==> src/rtl/fifo_defs.sv <==
// Shared defaults and constant helpers for the parametrised FIFO.
package fifo_defs;

   localparam int DEF_DATA_SIZE = 8;
   localparam int DEF_MAIN_SIZE = 6;

   // Ceiling log2, usable in parameter expressions; clog2(1) is 0.
   function automatic int clog2(input int value);
      int res;
      int rem;
      res = 0;
      rem = value - 1;
      while (rem > 0) begin
         res = res + 1;
         rem = rem >> 1;
      end
      return res;
   endfunction

endpackage

==> src/rtl/fifo_mem.sv <==
// Register-array storage: one write port, one registered read port.
// The array itself is never reset; only the read register is.
module fifo_mem #(
   parameter int WIDTH = 8,
   parameter int DEPTH = 6,
   parameter int AW    = 3
)(
   input  logic             clk,
   input  logic             rst,
   input  logic             wr_en,
   input  logic [AW-1:0]    wr_addr,
   input  logic [WIDTH-1:0] wr_data,
   input  logic             rd_en,
   input  logic [AW-1:0]    rd_addr,
   output logic [WIDTH-1:0] rd_data
);

   logic [WIDTH-1:0] mem [DEPTH];

   // Write port: store the word on an accepted push.
   always_ff @(posedge clk) begin
      if (wr_en) mem[wr_addr] <= wr_data;
   end

   // Read port: a same-edge write to rd_addr is not seen, so a full
   // read+write still returns the oldest word.
   always_ff @(posedge clk or posedge rst) begin
      if (rst)        rd_data <= '0;
      else if (rd_en) rd_data <= mem[rd_addr];
   end

endmodule

==> src/rtl/fifo_param.sv <==
// Parametrised synchronous FIFO: pointers, occupancy count, status
// flags and sticky error; storage lives in fifo_mem.
module fifo_param
   import fifo_defs::*;
#(
   parameter  int DATA_SIZE = DEF_DATA_SIZE,
   parameter  int MAIN_SIZE = DEF_MAIN_SIZE,
   localparam int CNT_W     = clog2(MAIN_SIZE + 1)
)(
   input  logic                 clk,
   input  logic                 reset,
   input  logic                 write,
   input  logic                 read,
   input  logic [DATA_SIZE-1:0] data_in_push,
   input  logic [CNT_W-1:0]     af_thresh,
   input  logic [CNT_W-1:0]     ae_thresh,
   input  logic                 err_clr,
   output logic [DATA_SIZE-1:0] data_out_pop,
   output logic [CNT_W-1:0]     fifo_count,
   output logic                 fifo_empty,
   output logic                 fifo_full,
   output logic                 almost_empty,
   output logic                 almost_full,
   output logic                 fifo_pause,
   output logic                 fifo_error
);

   localparam int                PTR_W    = clog2(MAIN_SIZE);
   localparam logic [PTR_W-1:0]  LAST_PTR = PTR_W'(MAIN_SIZE - 1);
   localparam logic [CNT_W-1:0]  FULL_CNT = CNT_W'(MAIN_SIZE);

   logic [PTR_W-1:0] wr_ptr;
   logic [PTR_W-1:0] rd_ptr;
   logic [CNT_W-1:0] count;
   logic             rd_acc;
   logic             wr_acc;
   logic             op_rej;
   logic             err_q;

   // Pointers wrap at MAIN_SIZE-1 so any depth works, not just powers of two.
   function automatic logic [PTR_W-1:0] next_ptr(input logic [PTR_W-1:0] p);
      return (p == LAST_PTR) ? '0 : p + PTR_W'(1);
   endfunction

   // Status flags come only from the count register and the live thresholds.
   assign fifo_empty   = (count == '0);
   assign fifo_full    = (count == FULL_CNT);
   assign almost_full  = (count >= af_thresh);
   assign almost_empty = (count <= ae_thresh);
   assign fifo_pause   = almost_full;
   assign fifo_count   = count;
   assign fifo_error   = err_q;

   // A push into a full FIFO is allowed only when a pop frees a slot that edge.
   assign rd_acc = read && !fifo_empty;
   assign wr_acc = write && (!fifo_full || rd_acc);
   assign op_rej = (write && !wr_acc) || (read && !rd_acc);

   // Pointer and occupancy update; rejected operations leave everything alone.
   always_ff @(posedge clk or posedge reset) begin
      if (reset) begin
         wr_ptr <= '0;
         rd_ptr <= '0;
         count  <= '0;
      end else begin
         if (wr_acc) wr_ptr <= next_ptr(wr_ptr);
         if (rd_acc) rd_ptr <= next_ptr(rd_ptr);
         case ({wr_acc, rd_acc})
            2'b10:   count <= count + CNT_W'(1);
            2'b01:   count <= count - CNT_W'(1);
            default: count <= count;
         endcase
      end
   end

   // Sticky error: a new rejection wins over a clear in the same cycle.
   always_ff @(posedge clk or posedge reset) begin
      if (reset)        err_q <= 1'b0;
      else if (op_rej)  err_q <= 1'b1;
      else if (err_clr) err_q <= 1'b0;
   end

   fifo_mem #(
      .WIDTH (DATA_SIZE),
      .DEPTH (MAIN_SIZE),
      .AW    (PTR_W)
   ) u_mem (
      .clk     (clk),
      .rst     (reset),
      .wr_en   (wr_acc),
      .wr_addr (wr_ptr),
      .wr_data (data_in_push),
      .rd_en   (rd_acc),
      .rd_addr (rd_ptr),
      .rd_data (data_out_pop)
   );

endmodule

==> config.mk <==
export PLATFORM = sky130hd
export DESIGN_NAME = fifo_param
export DESIGN_NICKNAME = d
export VERILOG_FILES = /design/src/rtl/fifo_defs.sv /design/src/rtl/fifo_mem.sv /design/src/rtl/fifo_param.sv
export SDC_FILE = /design/constraint.sdc
export NUM_CORES = 1
export LEC_CHECK = 0
export BUFFER_PORTS_ARGS = -buffer_cell sky130_fd_sc_hd__buf_2
export CORE_ASPECT_RATIO = 0.75
export CORE_MARGIN = 5
export CORE_UTILIZATION = 37
export DETAILED_ROUTE_END_ITERATION = 10
export PLACE_DENSITY_LB_ADDON = 0.25
export SYNTH_ARGS = -nofsm -noshare
export SYNTH_HDL_FRONTEND = slang
export SYNTH_SLANG_ARGS = --single-unit
==> constraint.sdc <==
create_clock -name clk -period 6.8 [get_ports clk]
set_input_delay 0 -clock clk [delete_from_list [all_inputs] [get_ports clk]]
set_output_delay 0 -clock clk [all_outputs]
set_load 0.02 [all_outputs]
# Word-level counts from Yosys, hierarchy flattened
# Memories as Yosys holds them, arrays and structs flattened. A register that Yosys moved wholly into a read port is not among the register bits.
# Index checks and enable logic that the tools add are counted.
word_totals:
  ram_bits: 48
  latchBits: 0
  reg_bits: 10
  elab_cells: 36
  romBits: 0
  out_inout_bits: 17
  memories: 1
  inputBits: 19
memory_table:
  columns: ["name", "words", "word_bits", "read_ports", "rd_ports_with_merged_regs", "write_ports", "line_no", "rtl"]
  rows:
  - ["u_mem.mem", 6, 8, 1, 1, 1, "fifo_mem.sv:18", "logic [WIDTH-1:0] mem [DEPTH];"]
op_classes:
  n_eq_ne: 5
  n_mux: 7
  bitwise: 0
  n_addsub: 4
  n_lt_le_gt_ge: 2
  div_mod_pow: 0
  mul: 0
  n_shift: 0
  n_reduce_logical: 13
op_table:
  columns: ["cell", "n"]
  rows:
  - ["3-bit by 1-bit adder with 3-bit output (second input constant)", 3]
  - ["3-bit == test (second input constant)", 3]
  - ["3-bit 2-to-1 mux", 2]
  - ["3-bit case mux with 2 select lines", 1]
  - ["1-bit logical AND", 4]
  - ["1-bit logical NOT", 4]
  - ["1-bit 2-to-1 mux", 4]
  - ["2-bit nonzero test", 2]
  - ["3-bit greater-or-equal comparator", 1]
  - ["3-bit less-or-equal comparator", 1]
  - ["3-bit logical NOT", 1]
  - ["3-bit by 1-bit subtractor with 3-bit output (second input constant)", 1]
  - ["2-bit by 1-bit == test with 1-bit output (second input constant)", 1]
  - ["2-bit == test (second input constant)", 1]
  - ["1-bit logical OR", 2]

# Longest topological paths before layout
depth:
  word_depth: 9
  ltp_mapped: 9
  mapped_depth_nobuf: 6

# Hierarchy
# From an unflattened synthesis, not the netlist that was laid out.
hier_totals:
  cells_unflattened: 174
  area_unflattened_um2: 2830.2
modules_own_cells:
  columns: ["mod", "cells_per_inst", "area_per_inst_um2", "n_inst", "seq_area_each_um2"]
  rows:
  - ["fifo_mem", 113, 2185.8, 1, 1641.6]
  - ["fifo_param", 61, 644.4, 1, 250.2]

# Worst setup path after synthesis
# Ideal clock, no wire load.
synth_path:
  kind: "reg2reg"
  start: "reg count[1] (netlist: fifo_count[1])"
  end: "reg count[2] (netlist: fifo_count[2])"
  arrival_time_ns: 2.428
  n_path_buf: 3
  period_less_slack_ns: 2.571
  required_time_ns: 6.656
  setup_time_ns: 0.144
  path_stages_with_launch: 10
  setup_slack_ns: 4.229
  path_cell_list: "dfrtp_1 > buf_2 > o31a_1 > buf_2 > buf_2 > nand2_1 > fa_1 > or3b_2 > a32oi_1 > o221ai_1"
synth_via:
  elab_chain_cells: 7
  elab_cells_between_ends: 13
  cone_classes: "2 x add/sub; 3 x eq/ne; 1 x mux; 7 x reduce/logical"
synth_lines:
  columns: ["element", "line_no", "rtl"]
  rows:
  - ["from (decl)", "fifo_param.sv:34", "logic [CNT_W-1:0] count;"]
  - ["from (signal assigned)", "fifo_param.sv:69", "2'b10: count <= count + CNT_W'(1);"]
  - ["from (signal assigned)", "fifo_param.sv:70", "2'b01: count <= count - CNT_W'(1);"]
  - ["from (signal assigned)", "fifo_param.sv:71", "default: count <= count;"]
  - ["3-bit logical NOT", "fifo_param.sv:46", "assign fifo_empty = (count == '0);"]
  - ["1-bit logical NOT", "fifo_param.sv:55", "assign rd_acc = read && !fifo_empty;"]
  - ["1-bit logical AND", "fifo_param.sv:55", null]
  - ["1-bit logical OR", "fifo_param.sv:56", "assign wr_acc = write && (!fifo_full || rd_acc);"]
  - ["1-bit logical AND", "fifo_param.sv:56", null]
  - ["2-bit by 1-bit == test with 1-bit output / 2-bit == test (equally long branches)", "fifo_param.sv:68", "case ({wr_acc, rd_acc})"]
  - ["3-bit case mux with 2 select lines / 2-bit nonzero test (equally long branches)", null, null]
# Parallel ways exist; a longest one is shown, timed or not.
# A chain may end at the register's enable or synchronous reset.

# Worst setup path after layout
layout_path:
  start: "reg count[2] (netlist: fifo_count[2])"
  end: "reg count[2] (netlist: fifo_count[2])"
# The elaborated chain is that of the path after synthesis.

==> results.json <==
{
  "drive_gt1_frac": 0.324,
  "combinationalPowerShare": 0.353,
  "rrSetupSlack_ps": 3890,
  "place_congestion": 0.768,
  "tightest_slew_ps": 1060,
  "grt_first_pass_wirelength_microns": 9400,
  "wl_per_cell_microns": 16.3,
  "status": "complete, no violations",
  "cap_violations": 0,
  "pwr-share-clk": 0.192,
  "rr_worst_depth": 6,
  "syn_area_sq_mm": 0.00292,
  "ioPinCount": 36,
  "start_kind": "flip-flop",
  "layout.cells.non_filler": 355,
  "synth_flop_cell": "edfxtp_1",
  "start_util": 0.376,
  "ant_nets": 0,
  "slew_viol_final": 0,
  "fp.coreArea_sq_mm": 0.00778,
  "crit_path_end": "fifo_count[2]",
  "cts_tree": "done",
  "h-tree-depth": 3,
  "synth_cell_types": 40,
  "preCtsSetupSlack_ps": 3890,
  "rows": 28,
  "period_minus_slack_ps": 2910,
  "drc_errors": 0,
  "p_sw_frac": 0.365,
  "n_antenna_cell": 0,
  "most-common-layout-cells": "edfxtp_1, buf_2, mux2_2, dfrtp_1, nor2_1",
  "grt_start_max_net_pins": 25,
  "slowest_delay_ps": 680,
  "crit_buf_inv": 0,
  "clk_latency_ps": 340,
  "p_leak_nw": 1.30,
  "critPathTopFamily": "compound AO/OA/AOI/OAI gates",
  "via_per_inst": 4.89,
  "synthCells": 201,
  "clockBufferDepth": 2,
  "crit_start": "fifo_count[2]",
  "final-hold-violation-count": 0,
  "multi_input_area_sq_um": 947,
  "die_area_sq_mm": 0.00979,
  "p_int_mw": 0.894,
  "critPathMaxFanout": 19,
  "yosys_warnings": 0,
  "p_total_mw": 1.41,
  "post_cts_buffers": 0,
  "p_per_area_mw_per_mm2": 409,
  "cp.required_ps": 7000,
  "die_w_microns": 113,
  "setup_viol_count_final": 0,
  "r2r-end": "fifo_count[2]",
  "hp-class": "primary input to flip-flop",
  "numCtsBuffers": 9,
  "yosys_register_bits": 66,
  "vdd_drop_max_uv": 117,
  "finalCritPeriodShare": 0.427,
  "grtUsageTotal": 0.127,
  "path_clk_slew_ps": 70,
  "cp_slowest_cell": "o31a_1",
  "num-fill-cells": 749,
  "cts_sinks": 66,
  "cts_root_buf": "clkbuf_8",
  "vias": 1736,
  "register_area_sq_mm": 0.00189,
  "drt-pass1-iter-count": 4,
  "crit_chain": "o31a_1 > nand2_1 > fa_1 > or3b_2 > a32oi_1 > o221ai_1",
  "dp.cells": 329,
  "dp_hpwl_microns": 3800,
  "clock_skew_ps": 9.25,
  "final_common_cell": "edfxtp_1",
  "async_flop_share": 0.273,
  "antenna_found_initial": 0,
  "synth_edf_count": 48,
  "grt_overflow_total": 0,
  "cts_resized": 0,
  "fin_hold_ws_ps": 54.6,
  "power.switching_mw": 0.515,
  "drt_iter0_drc": 86,
  "rsz0062_at_grt": "false",
  "seqPwrFrac": 0.455,
  "final_nets": 271,
  "grt_pass1_vias": 1795,
  "avgSynthCellArea_sq_um": 14.5,
  "setup_ws_ps": 3890,
  "critPathCaptureType": "flip-flop",
  "buffer_ports.inserted": 35,
  "die_h_microns": 87.0,
  "arrival_ps": 3100,
  "synthesis.nets": 227,
  "ys_seq_area_frac": 0.648,
  "syn_to_final_growth_pct": 17.8,
  "crit_type": "flip-flop to flip-flop",
  "setup-tns-final_ps": 0,
  "fmax_mhz": 344,
  "reg2reg_from": "fifo_count[2]",
  "crit_cells": 6,
  "slew_headroom": 0.291,
  "wl_microns": 5780
}
## power by group through the flow
stage	Sequential (mW)	Combinational, mW	Clock, mW
2_1_floorplan	0.627	0.376	0
3_3_place_gp	0.648	0.492	0
3_5_place_dp	0.651	0.500	0
4_1_cts	0.643	0.506	0.283
5_1_grt	0.660	0.549	0.298
6_report	0.641	0.498	0.271
## how the worst min path moves through the flow
stage	startpoint	endpoint	slack [ps]	cells after the start
finish	write	wr_ptr[0]	50	3
global route	write	wr_ptr[0]	90	3
global placement	reset	fifo_error	160	2
floorplan	reset	fifo_count[0]	-60	1
detailed placement	reset	u_mem.rd_data[6]	170	2
CTS	write	wr_ptr[0]	30	3
## through the flow
step	util	instance area [sq um]
6_report	0.442	3440
5_1_grt	0.442	3440
4_1_cts	0.442	3440
3_5_place_dp	0.409	3180
3_3_place_gp	0.409	3180
2_1_floorplan	-	2920
## Yosys cell counts, drive strengths merged, types with 2 or more instances
cell / n / area (sq um)
edfxtp: 48 / 1440
mux2: 28 / 319
dfrtp: 18 / 450
nor2: 12 / 45.0
a21oi: 11 / 55.1
inv: 9 / 33.8
buf: 8 / 48.8
a222oi: 7 / 70.1
ha: 6 / 75.1
nand2: 5 / 18.8
clkbuf: 4 / 15.0
nand2b: 4 / 25.0
nor2b: 4 / 25.0
nor3: 4 / 20.0
o21ai: 4 / 20.0
nand3: 3 / 15.0
a21o: 2 / 15.0
nand3b: 2 / 15.0
o21a: 2 / 15.0
o22ai: 2 / 12.5
o31a: 2 / 17.5
xor2: 2 / 17.5
## flip-flops by register name, summed over array words and instances, names as in the netlist
signal and count:
u_mem.mem 48, u_mem.rd_data 8, fifo_count 3, rd_ptr 3, wr_ptr 3, fifo_error 1
## logic make-up (layout without fill, tap and decap cells)
kind of cell,count (synthesis),after routing,share of synthesized area
AOI/OAI and AO/OA,33,33,0.0801
xor gates and xnor gates,3,3,0.00900
adders and majority gates,7,7,0.0325
buffers and inverters,21,70,0.0334
DFF,66,66,0.648
muxes,30,30,0.120
and+or+nand+nor,41,41,0.0771
## layout make-up
class	instances	area share
Multi-Input combinational cell	114	0.275
Sequential cell	66	0.550
Tap cell	105	0.0382
Clock inverter	6	0.00982
Timing Repair Buffer	45	0.0800
Inverter	9	0.00982
Clock buffer	10	0.0371
## metal layers
metal  part of all wire  up-vias  global-route usage
met4             0.0088        0              0.0426
li1                   -      846                   -
met1               0.48      866               0.169
met2               0.49       18               0.202
met3              0.028        6              0.0361
met5                  0        -                   0
## repair_timing
action	4_1_cts	5_1_grt
hold buffers	10	0
endpoints found under the hold margin	67	0
setup endpoints to repair	0	0
## worst min-delay path, stage by stage
cell	delay (ps)
buf_2	180
nand2_1	100
xnor2_1	70
Power figures use the tool's default switching activity.
